**config.mk**
```make
export PLATFORM = sky130hd
export DESIGN_NAME = conv_dot_engine
export DESIGN_NICKNAME = d
export VERILOG_FILES = /design/src/rtl/conv_pkg.sv /design/src/rtl/conv_mac_lane.sv /design/src/rtl/conv_dot_engine.sv
export SDC_FILE = /design/constraint.sdc
export NUM_CORES = 2
export LEC_CHECK = 0
export CAP_MARGIN = 30
export CELL_PAD_IN_SITES_DETAIL_PLACEMENT = 0
export CELL_PAD_IN_SITES_GLOBAL_PLACEMENT = 1
export CORE_ASPECT_RATIO = 0.75
export CORE_MARGIN = 2
export CORE_UTILIZATION = 45
export DETAILED_ROUTE_END_ITERATION = 8
export GPL_TIMING_DRIVEN = 0
export PLACE_DENSITY = 0.75
export SLEW_MARGIN = 20
export SYNTH_ARGS = -nofsm -noshare
export SYNTH_HDL_FRONTEND = slang
export SYNTH_SLANG_ARGS = --single-unit
```
**constraint.sdc**
```tcl
create_clock -name clk -period 5.89 [get_ports clk]
set_input_delay 1.4725 -clock clk [delete_from_list [all_inputs] [get_ports clk]]
set_output_delay 1.4725 -clock clk [all_outputs]
set_load 0.02 [all_outputs]
```
**src/rtl/conv_pkg.sv**
```systemverilog
// Shared types and width helpers for the convolution dot-product engine.
package conv_pkg;

    typedef enum logic [1:0] {
        W_EMPTY = 2'd0,
        W_LOAD  = 2'd1,
        READY   = 2'd2,
        ACCUM   = 2'd3
    } conv_state_e;

    function automatic int clog2(input int n);
        int r;
        r = 0;
        for (int i = 0; i < 31; i++) begin
            if ((1 << i) < n) r = i + 1;
        end
        return r;
    endfunction

    // Group sum width that cannot overflow for up to mb tiles.
    function automatic int conv_ow(input int dw, input int ww, input int ch, input int k, input int mb);
        return dw + ww + clog2(ch * k) + clog2(mb);
    endfunction

endpackage

```
**src/rtl/conv_mac_lane.sv**
```systemverilog
// One channel of the dot product: K products registered (E1), then their sum registered (E2).
module conv_mac_lane
    import conv_pkg::*;
#(
    parameter  int K  = 16,
    parameter  int DW = 4,
    parameter  int WW = 4,
    localparam int SW = DW + WW + clog2(K)
) (
    input  logic            clk,
    input  logic            rst_n,
    input  logic [K*DW-1:0] x,
    input  logic [K*WW-1:0] w,
    output logic [SW-1:0]   sum
);

    localparam int PW = DW + WW;

    logic [PW-1:0] prod_d [K];
    logic [PW-1:0] prod_q [K];
    logic [SW-1:0] sum_d;
    logic [SW-1:0] sum_q;

    always_comb begin
        for (int e = 0; e < K; e++) begin
            prod_d[e] = PW'(x[e*DW +: DW]) * PW'(w[e*WW +: WW]);
        end
    end

    always_comb begin
        sum_d = '0;
        for (int e = 0; e < K; e++) begin
            sum_d = sum_d + SW'(prod_q[e]);
        end
    end

    always_ff @(posedge clk or negedge rst_n) begin
        if (!rst_n) begin
            for (int e = 0; e < K; e++) prod_q[e] <= '0;
            sum_q <= '0;
        end else begin
            prod_q <= prod_d;
            sum_q  <= sum_d;
        end
    end

    assign sum = sum_q;

endmodule

```
**src/rtl/conv_dot_engine.sv**
```systemverilog
// Multi-channel dot-product engine with loadable weights and per-group accumulation.
// Build option: define CONV_SAT_EN for a clamping accumulator and the out_sat port.
module conv_dot_engine
    import conv_pkg::*;
#(
    parameter  int CH        = 2,
    parameter  int K         = 16,
    parameter  int DW        = 4,
    parameter  int WW        = 4,
    parameter  int MAX_BEATS = 4,
    localparam int OW        = conv_ow(DW, WW, CH, K, MAX_BEATS)
) (
    input  logic               clk,
    input  logic               rst_n,
    input  logic               w_valid,
    output logic               w_ready,
    input  logic [K*WW-1:0]    w_data,
    input  logic               in_valid,
    output logic               in_ready,
    input  logic               in_last,
    input  logic [CH*K*DW-1:0] in_data,
    output logic [1:0]         dbg_state,
    output logic               out_valid,
    output logic [OW-1:0]      out_ofm
`ifdef CONV_SAT_EN
    ,
    output logic               out_sat
`endif
);

    localparam int IW = (CH > 1) ? clog2(CH) : 1;
    localparam int SW = DW + WW + clog2(K);

    localparam logic [1:0] ST_W_EMPTY = W_EMPTY;
    localparam logic [1:0] ST_W_LOAD  = W_LOAD;
    localparam logic [1:0] ST_READY   = READY;
    localparam logic [1:0] ST_ACCUM   = ACCUM;

    logic [1:0]          state_d, state_q;
    logic [IW-1:0]       w_idx_d, w_idx_q;
    logic [K*WW-1:0]     weights_d [CH];
    logic [K*WW-1:0]     weights_q [CH];
    logic [CH*K*DW-1:0]  tile_d, tile_q;
    logic                v0_d, v0_q, l0_d, l0_q;
    logic                v1_d, v1_q, l1_d, l1_q;
    logic                v2_d, v2_q, l2_d, l2_q;
    logic [OW-1:0]       acc_d, acc_q;
    logic                out_valid_d, out_valid_q;
    logic [OW-1:0]       out_ofm_d, out_ofm_q;
    logic [SW-1:0]       lane_sum [CH];
    logic [OW-1:0]       tile_sum;
    logic [OW-1:0]       acc_next;
    logic                w_accept, in_accept, pipe_busy;

    // Handshakes: a beat transfers on the rising edge where valid && ready.
    // A tile offered in READY takes priority over a concurrent weight beat.
    assign pipe_busy = v0_q | v1_q | v2_q;
    assign in_ready  = (state_q == ST_READY) || (state_q == ST_ACCUM);
    assign w_ready   = (state_q != ST_ACCUM) && !pipe_busy
                       && !((state_q == ST_READY) && in_valid);
    assign w_accept  = w_valid && w_ready;
    assign in_accept = in_valid && in_ready;

    always_comb begin
        state_d   = state_q;
        w_idx_d   = w_idx_q;
        weights_d = weights_q;
        if (w_accept) begin
            weights_d[w_idx_q] = w_data;
            if (w_idx_q == IW'(CH - 1)) begin
                w_idx_d = '0;
                state_d = ST_READY;
            end else begin
                w_idx_d = w_idx_q + IW'(1);
                state_d = ST_W_LOAD;
            end
        end else if (in_accept) begin
            if (state_q == ST_READY && !in_last)     state_d = ST_ACCUM;
            else if (state_q == ST_ACCUM && in_last) state_d = ST_READY;
        end
    end

    always_comb begin
        tile_d = in_accept ? in_data : tile_q;
        v0_d   = in_accept;
        l0_d   = in_accept && in_last;
        v1_d   = v0_q;
        l1_d   = l0_q;
        v2_d   = v1_q;
        l2_d   = l1_q;
    end

    for (genvar c = 0; c < CH; c++) begin : g_lane
        conv_mac_lane #(.K(K), .DW(DW), .WW(WW)) u_lane (
            .clk   (clk),
            .rst_n (rst_n),
            .x     (tile_q[c*K*DW +: K*DW]),
            .w     (weights_q[c]),
            .sum   (lane_sum[c])
        );
    end

    always_comb begin
        tile_sum = '0;
        for (int c = 0; c < CH; c++) begin
            tile_sum = tile_sum + OW'(lane_sum[c]);
        end
    end

`ifdef CONV_SAT_EN
    logic [OW:0] sum_ext;
    logic        ovf;
    logic        sat_d, sat_q, out_sat_d, out_sat_q;

    always_comb begin
        sum_ext  = {1'b0, acc_q} + {1'b0, tile_sum};
        ovf      = sum_ext[OW];
        acc_next = ovf ? '1 : sum_ext[OW-1:0];
    end
`else
    assign acc_next = acc_q + tile_sum;
`endif

    // The accumulator clears on the last tile so the next group can start immediately.
    always_comb begin
        acc_d       = acc_q;
        out_valid_d = 1'b0;
        out_ofm_d   = '0;
`ifdef CONV_SAT_EN
        sat_d       = sat_q;
        out_sat_d   = 1'b0;
`endif
        if (v2_q) begin
            if (l2_q) begin
                acc_d       = '0;
                out_valid_d = 1'b1;
                out_ofm_d   = acc_next;
`ifdef CONV_SAT_EN
                out_sat_d   = sat_q | ovf;
                sat_d       = 1'b0;
`endif
            end else begin
                acc_d = acc_next;
`ifdef CONV_SAT_EN
                sat_d = sat_q | ovf;
`endif
            end
        end
    end

    always_ff @(posedge clk or negedge rst_n) begin
        if (!rst_n) begin
            state_q     <= ST_W_EMPTY;
            w_idx_q     <= '0;
            for (int c = 0; c < CH; c++) weights_q[c] <= '0;
            tile_q      <= '0;
            v0_q        <= 1'b0;
            l0_q        <= 1'b0;
            v1_q        <= 1'b0;
            l1_q        <= 1'b0;
            v2_q        <= 1'b0;
            l2_q        <= 1'b0;
            acc_q       <= '0;
            out_valid_q <= 1'b0;
            out_ofm_q   <= '0;
        end else begin
            state_q     <= state_d;
            w_idx_q     <= w_idx_d;
            weights_q   <= weights_d;
            tile_q      <= tile_d;
            v0_q        <= v0_d;
            l0_q        <= l0_d;
            v1_q        <= v1_d;
            l1_q        <= l1_d;
            v2_q        <= v2_d;
            l2_q        <= l2_d;
            acc_q       <= acc_d;
            out_valid_q <= out_valid_d;
            out_ofm_q   <= out_ofm_d;
        end
    end

`ifdef CONV_SAT_EN
    always_ff @(posedge clk or negedge rst_n) begin
        if (!rst_n) begin
            sat_q     <= 1'b0;
            out_sat_q <= 1'b0;
        end else begin
            sat_q     <= sat_d;
            out_sat_q <= out_sat_d;
        end
    end

    assign out_sat = out_sat_q;
`endif

    assign dbg_state = state_q;
    assign out_valid = out_valid_q;
    assign out_ofm   = out_ofm_q;

endmodule

```
## Yosys cells after proc, flatten, opt, wreduce, memory -nomap -nowiden

Cells that the tools add are included.

| word-level totals | value |
|---|---|
| latch bits | 0 |
| bits in read-only memories | 0 |
| RAM bits | 0 |
| logic and storage cells | 151 |
| output and inout bits | 20 |
| bits in registers | 576 |
| input port bits | 197 |
| memories | 0 |

| cells by class | value |
|---|---|
| bitwise gates (word level) | 3 |
| order comparisons | 2 |
| add/sub/neg operators | 33 |
| reductions and logical operators | 16 |
| multiplexer cells | 14 |
| shift operators | 0 |
| div/mod/pow operators | 0 |
| multiply operators | 32 |
| eq/ne operators | 3 |

Operator list:

| operator | count |
|---|---|
| 12-bit by 8-bit adder with 12-bit output | 28 |
| 4-bit by 4-bit multiplier with 8-bit output | 32 |
| 128-bit bitwise mux | 1 |
| 64-bit demux with 1-bit select | 1 |
| 64-bit 2-to-1 mux | 1 |
| 15-bit 2-to-1 mux | 3 |
| 8-bit by 8-bit adder with 9-bit output | 2 |
| 15-bit by 13-bit adder with 15-bit output | 1 |
| 12-bit by 12-bit adder with 13-bit output | 1 |
| 2-bit 2-to-1 mux | 5 |
| 1-bit logical AND | 9 |
| 2-bit == test (second input constant) | 2 |
| 1-bit logical NOT | 3 |
| 1-bit 2-to-1 mux | 3 |
| 3-bit nonzero test | 1 |
| 2-bit greater-or-equal comparator (second input constant) | 1 |
| 2-bit by 1-bit less-than comparator with 1-bit output (second input constant) | 1 |
| 2-bit inequality test (second input constant) | 1 |
| 1-bit inverter with 2-bit output | 1 |
| 1-bit OR | 2 |
| 2-bit AND reduction | 1 |
| 2-bit nonzero test | 1 |
| 1-bit adder (second input constant) | 1 |
| 1-bit logical OR | 1 |

## Depth between registers and ports, before layout

| depth | value |
|---|---|
| depth after elaboration | 15 |
| gate-level depth with buffers | 24 |
| depth with buffers taken out | 24 |

## Cells and area by module

Synthesis repeated with hierarchy kept, for this count alone.

| unflattened totals | value |
|---|---|
| cell total of the unflattened synthesis | 3501 |
| area total of the unflattened synthesis | 39735.6 um^2 |

Modules (own cells, without submodules):

| module | sequential area each (um^2) | area each (um^2) | instances | cells an instance |
|---|---|---|---|---|
| conv_mac_lane at g_lane[0].u_lane | 3503.4 | 13969.6 | 1 | 1380 |
| conv_mac_lane at g_lane[1].u_lane | 3503.4 | 13928.4 | 1 | 1375 |
| conv_dot_engine | 7407.1 | 11837.6 | 1 | 746 |

## Worst setup path before layout

No wires, ideal clock.

| path | value |
|---|---|
| path type | reg2reg |
| start point | register g_lane[1].u_lane.prod_q[112] in the netlist's numbering |
| end point | register g_lane[1].u_lane.sum_q[11] |
| data required time | 5.810 ns |
| cell stages (with the launch flop) | 23 |
| data arrival time | 5.937 ns |
| setup time | 0.080 ns |
| setup slack | -0.127 ns |
| buffers on the path | 0 |
| period minus slack after synthesis | 6.017 ns |
| path through | dfrtp_1 > ha_1 > inv_1 > fa_1 > nor2b_1 > o21ai_0 > a21boi_0 > o31a_1 > a21oi_1 > fa_1 > inv_1 > fa_1 > fa_1 > fa_1 > inv_1 > fa_1 > inv_1 > fa_1 > inv_1 > ha_1 > or4b_1 > a221oi_1 > xnor2_1 |

| between the ends | value |
|---|---|
| longest elaborated chain between the ends | 15 |

RTL lines:

| element | RTL line | source |
|---|---|---|
| from (decl) | conv_mac_lane.sv:20 | `logic [PW-1:0] prod_q [K];` |
| from (signal assigned) | conv_mac_lane.sv:42 | `prod_q <= prod_d;` |
| 8-bit by 8-bit adder with 9-bit output | conv_mac_lane.sv:33 | `sum_d = sum_d + SW'(prod_q[e]);` |
| 12-bit by 8-bit adder with 12-bit output (14 in series) | conv_mac_lane.sv:33 |  |
| named net g_lane[1].u_lane.sum_d[11] | conv_mac_lane.sv:21 | `logic [SW-1:0] sum_d;` |
| to (signal assigned) | conv_mac_lane.sv:43 | `sum_q <= sum_d;` |
| to (decl) | conv_mac_lane.sv:22 | `logic [SW-1:0] sum_q;` |

The timed path passes the listed nets, and every way through them passes these cells.
A chain may end at the register's enable or synchronous reset.

## Worst setup path in the final report

| path | value |
|---|---|
| start point | register g_lane[1].u_lane.prod_q[113] in the netlist's numbering |
| end point | register g_lane[1].u_lane.sum_q[11] |

The elaborated chain is that of the path after synthesis.

==> impl.org <==
** Timing
- Unrepaired setup endpoints after global routing :: true
- Final critical-path setup slack :: -227 ps
- Final slew viol count :: 0
- Summed negative setup slack over all endpoints :: -594 ps
- The final count of hold timing violations came to 0.
- Min Tclk post-route :: 6120 ps
- The tightest hold path in the finished design has a slack of 350 ps.
- At the pin with the least slew margin, the transition time is 989 ps.
- Worst slew margin :: 34.0%
- Clock skew :: 27.5 ps
- Final number of setup-violating endpoints :: 4
- F_max :: 163 MHz
- Of the available clock period, the critical path in the final layout requires 104%.

** Route
- 1st-iter DRT viols :: 1208
- Final ANT Viol Nets :: 0
- After detailed routing, the number of vias per cell comes to 4.85.
- TritonRoute pass-1 iters :: 5
- Via count of the routed design :: 23.0k
- After detailed routing, the number of remaining DRC violations is 0.
- After detailed routing, the total wire length is 85600 microns.
- In the final routed layout, each cell accounts on average for 18.0 microns.

** Global route
- The via count of the first global-routing pass came to 24.1k.
- The initial antenna violation count came to 1.
- Maximum number of pins on one net before global-route repair :: 99
- Across every metal layer, demand over resource in global routing totals 20.3%.
- GR Overflow Total :: 0
- The first global-routing pass estimated 138000 microns of wire.

** Yosys
- Top post-synthesis cells by area :: dfrtp_1 (37%), fa_1 (18%), ha_1 (15%), mux2_2 (6.4%), and2_1 (4.9%)
- Yosys cell types :: 55
- Yosys mapped a number of flops with a built-in enable equal to 0.
- Synth area leader :: dfrtp_1
- Top-area cell type share of the netlist area :: 37.4%
- After technology mapping, the gate count stands at 3275.
- For this run, the number of Yosys warnings is 0.
- In this run the mean area of a mapped cell was 11.8 sq um.
- Number of synthesized register bits :: 576
- In the synthesized netlist the async set-or-reset flop fraction comes to 100%.
- The mapped netlist covers 38600 sq um.
- Syn Nets :: 4269
- Sequential-to-total area share from yosys stat :: 37.4%
- Most instantiated flip-flop cell in the synthesis netlist :: dfrtp_1

** Clocking
- Buffers inserted during clock tree synthesis total 59.
- Clk buf depth :: 3
- Buffer type at the clock tree root :: clkbuf_16
- Clk slew on worst S/H paths :: 70 ps
- H-tree depth reported by CTS :: 2
- Clock latency of the later-clocked register in the worst-skew pair :: 640 ps
- The clock drives 576 sinks.
- TritonCTS built the clock tree.
- Number of buffers inserted for hold repair after clock tree synthesis :: 0

** Placed design
- At the end of routability-driven placement, the weighted congestion stood at 0.831.
- Post-Place Cell Area :: 42400 sq um
- The HPWL after detailed placement is 68900 microns.
- Placed cell count :: 4626
- Port-buffer cells :: 216

** Final layout
- Leaving out fill and tap cells, the most frequent cell in the layout is dfrtp_1.
- The finished layout holds 4746 standard cells, fillers aside.
- The area growth from synthesis to layout is 16.4%.
- Highest-count cells in the layout ignoring fill and taps :: dfrtp_1 (576), inv_1 (492), ha_1 (439), fa_1 (331), and2_1 (301)
- Fraction of layout instances using a drive strength above 1 :: 13.5%
- At the end of the flow, the number of nets in the layout was 4566.
- After routing the design area is 44900 sq um.
- # fillers :: 7422
- Sequential Area :: 14400 sq um
- Summing all multi-input logic gate instances after layout gives 22600 sq um.

** Floorplan
- 217 I/O pins were placed.
- The core region is 84500 sq um.
- Cell row count :: 92
- Initial standard-cell utilization of the core :: 45.6%
- Die height :: 258 microns
- The die is 342 microns wide.
- The floorplan step defined a die boundary enclosing 88100 sq um.

** Worst setup path
- In this run the critical register-to-register path is captured at g_lane[1].u_lane.sum[11]$_DFF_PN0_.
- Data on the critical path arrives at its endpoint at 6670 ps.
- Data on the critical path is required at its endpoint by 6440 ps.
- Type of the worst setup path :: reg -> reg
- Depth of the worst register-to-register path :: 22
- Kind of capture point of the worst setup path :: flop
- Maximum fanout along the worst path :: 3
- STA classifies the critical path startpoint as a flop.
- Origin of the critical flop-to-flop path :: g_lane[1].u_lane.prod_q[113]$_DFF_PN0_
- In this run the register-to-register setup slack is -230 ps.

** Hold path
- The worst hold path passes through 0 cells.
- The path class of the tightest hold or removal check is reg -> reg.
- For hold timing, the worst endpoint is l1_q$_DFF_PN0_.
- In this run the most critical hold path is launched from l0_q$_DFF_PN0_.

** Outcome
- Status :: complete, but fails checks
- Violations in the final reports :: setup timing

** Run
- The tool flagged a number of max-cap violations equal to 0.
worst max-delay path: stages (launching register included):
cell and delay (ps):
dfrtp_1 420, ha_1 310, a21o_1 180, a211oi_2 240, nor2_2 80, nor2_2 160, xnor2_2 140, fa_1 510
inv_1 60, fa_1 580, fa_1 430, fa_1 490, inv_1 60, fa_1 530, inv_1 50, fa_1 490
inv_2 40, ha_4 230, o21ai_4 60, nor2_2 60, or4b_4 510, a221oi_2 270, xnor2_1 140
per-stage QoR:
stage	worst slack (ps)	utilization (%)
2_1_floorplan	11.6	-
3_3_place_gp	-22610	49.9
3_5_place_dp	-719	50.1
4_1_cts	-243	52.9
5_1_grt	-463	53.1
6_report	-227	53.1
registers in the layout, summed over array words and instances (netlist names):
| name | flops |
|---|---|
| acc_q | 15 |
| dbg_state | 2 |
| g_lane.u_lane.prod_q | 256 |
| g_lane.u_lane.sum | 24 |
| l0_q | 1 |
| l1_q | 1 |
| l2_q | 1 |
| out_ofm | 15 |
| out_valid | 1 |
| tile_q | 128 |
| v0_q | 1 |
| v1_q | 1 |
| v2_q | 1 |
| w_idx_q | 1 |
| weights_q | 128 |
area by class of cell:
| class | instances | area share (%) |
|---|---|---|
| buffer | 35 | 0.427 |
| inverter | 501 | 4.19 |
| multi-input combinational | 2163 | 50.3 |
| antenna | 1 | 0.00558 |
| sequential | 576 | 32.1 |
| clock inverter | 25 | 0.591 |
| timing repair buffer | 236 | 5.48 |
| clock buffer | 81 | 3.75 |
| tap | 1128 | 3.15 |
worst max path at each step:
stage	from	to	slack (ps)	cells after the start
floorplan	g_lane[1].u_lane.prod_q[112]$_DFF_PN0_	g_lane[1].u_lane.sum[11]$_DFF_PN0_	10	23
global placement	rst_n	tile_q[107]$_DFFE_PN0P_	-22610	1
detailed placement	g_lane[0].u_lane.prod_q[112]$_DFF_PN0_	g_lane[0].u_lane.sum[11]$_DFF_PN0_	-720	22
CTS	g_lane[1].u_lane.prod_q[112]$_DFF_PN0_	g_lane[1].u_lane.sum[11]$_DFF_PN0_	-240	22
global route	g_lane[1].u_lane.prod_q[113]$_DFF_PN0_	g_lane[1].u_lane.sum[11]$_DFF_PN0_	-460	22
finish	g_lane[1].u_lane.prod_q[113]$_DFF_PN0_	g_lane[1].u_lane.sum[11]$_DFF_PN0_	-230	22
Yosys cell counts (4+ instances only):
cell type / number
o21ai_0: 27
nor2_1: 103
dfrtp_1: 576
nand2_1: 240
ha_1: 452
a221oi_1: 4
buf_6: 5
nor3_1: 4
inv_1: 501
nor2b_1: 5
clkbuf_1: 10
xnor2_1: 116
xor2_1: 38
o2bb2ai_1: 6
a21o_1: 40
mux2_2: 218
a211oi_1: 7
mux2_4: 38
a21oi_1: 114
o21a_1: 6
fa_1: 345
o21bai_1: 33
buf_1: 4
nand3_1: 8
buf_2: 16
a21boi_0: 7
and2_1: 301
and3_1: 7
per-layer routing:
layer  vias to the layer above  wire (microns)  global-route usage [%]
li1                      11100               -                       -
met1                     11500           43400                    31.3
met2                       311           37000                    30.1
met3                        99            3160                    2.87
met4                         2            2060                    5.03
met5                         -              13                       0
logic make-up (layout without fill, tap and decap cells):
kind of cell,count (synthesis),in the layout,synth area share [%]
fa+ha+maj,797,797,32.6
simple gates,689,689,9.01
other cells,0,1,0
mux,256,256,7.84
flops,576,576,37.4
compound gates,267,267,4.33
xor+xnor,154,154,3.50
buf+inv,536,878,5.37
what timing repair did:
action / 4_1_cts / 5_1_grt
setup buffers: 9 / 4
pin swaps: 55 / 35
gates resized for setup: 76 / 38
setup endpoints to repair: 12 / 11
Power is left out: the tool's default activity adds up to more than one toggle a clock period on the data nets, which glitch-free logic cannot reach.
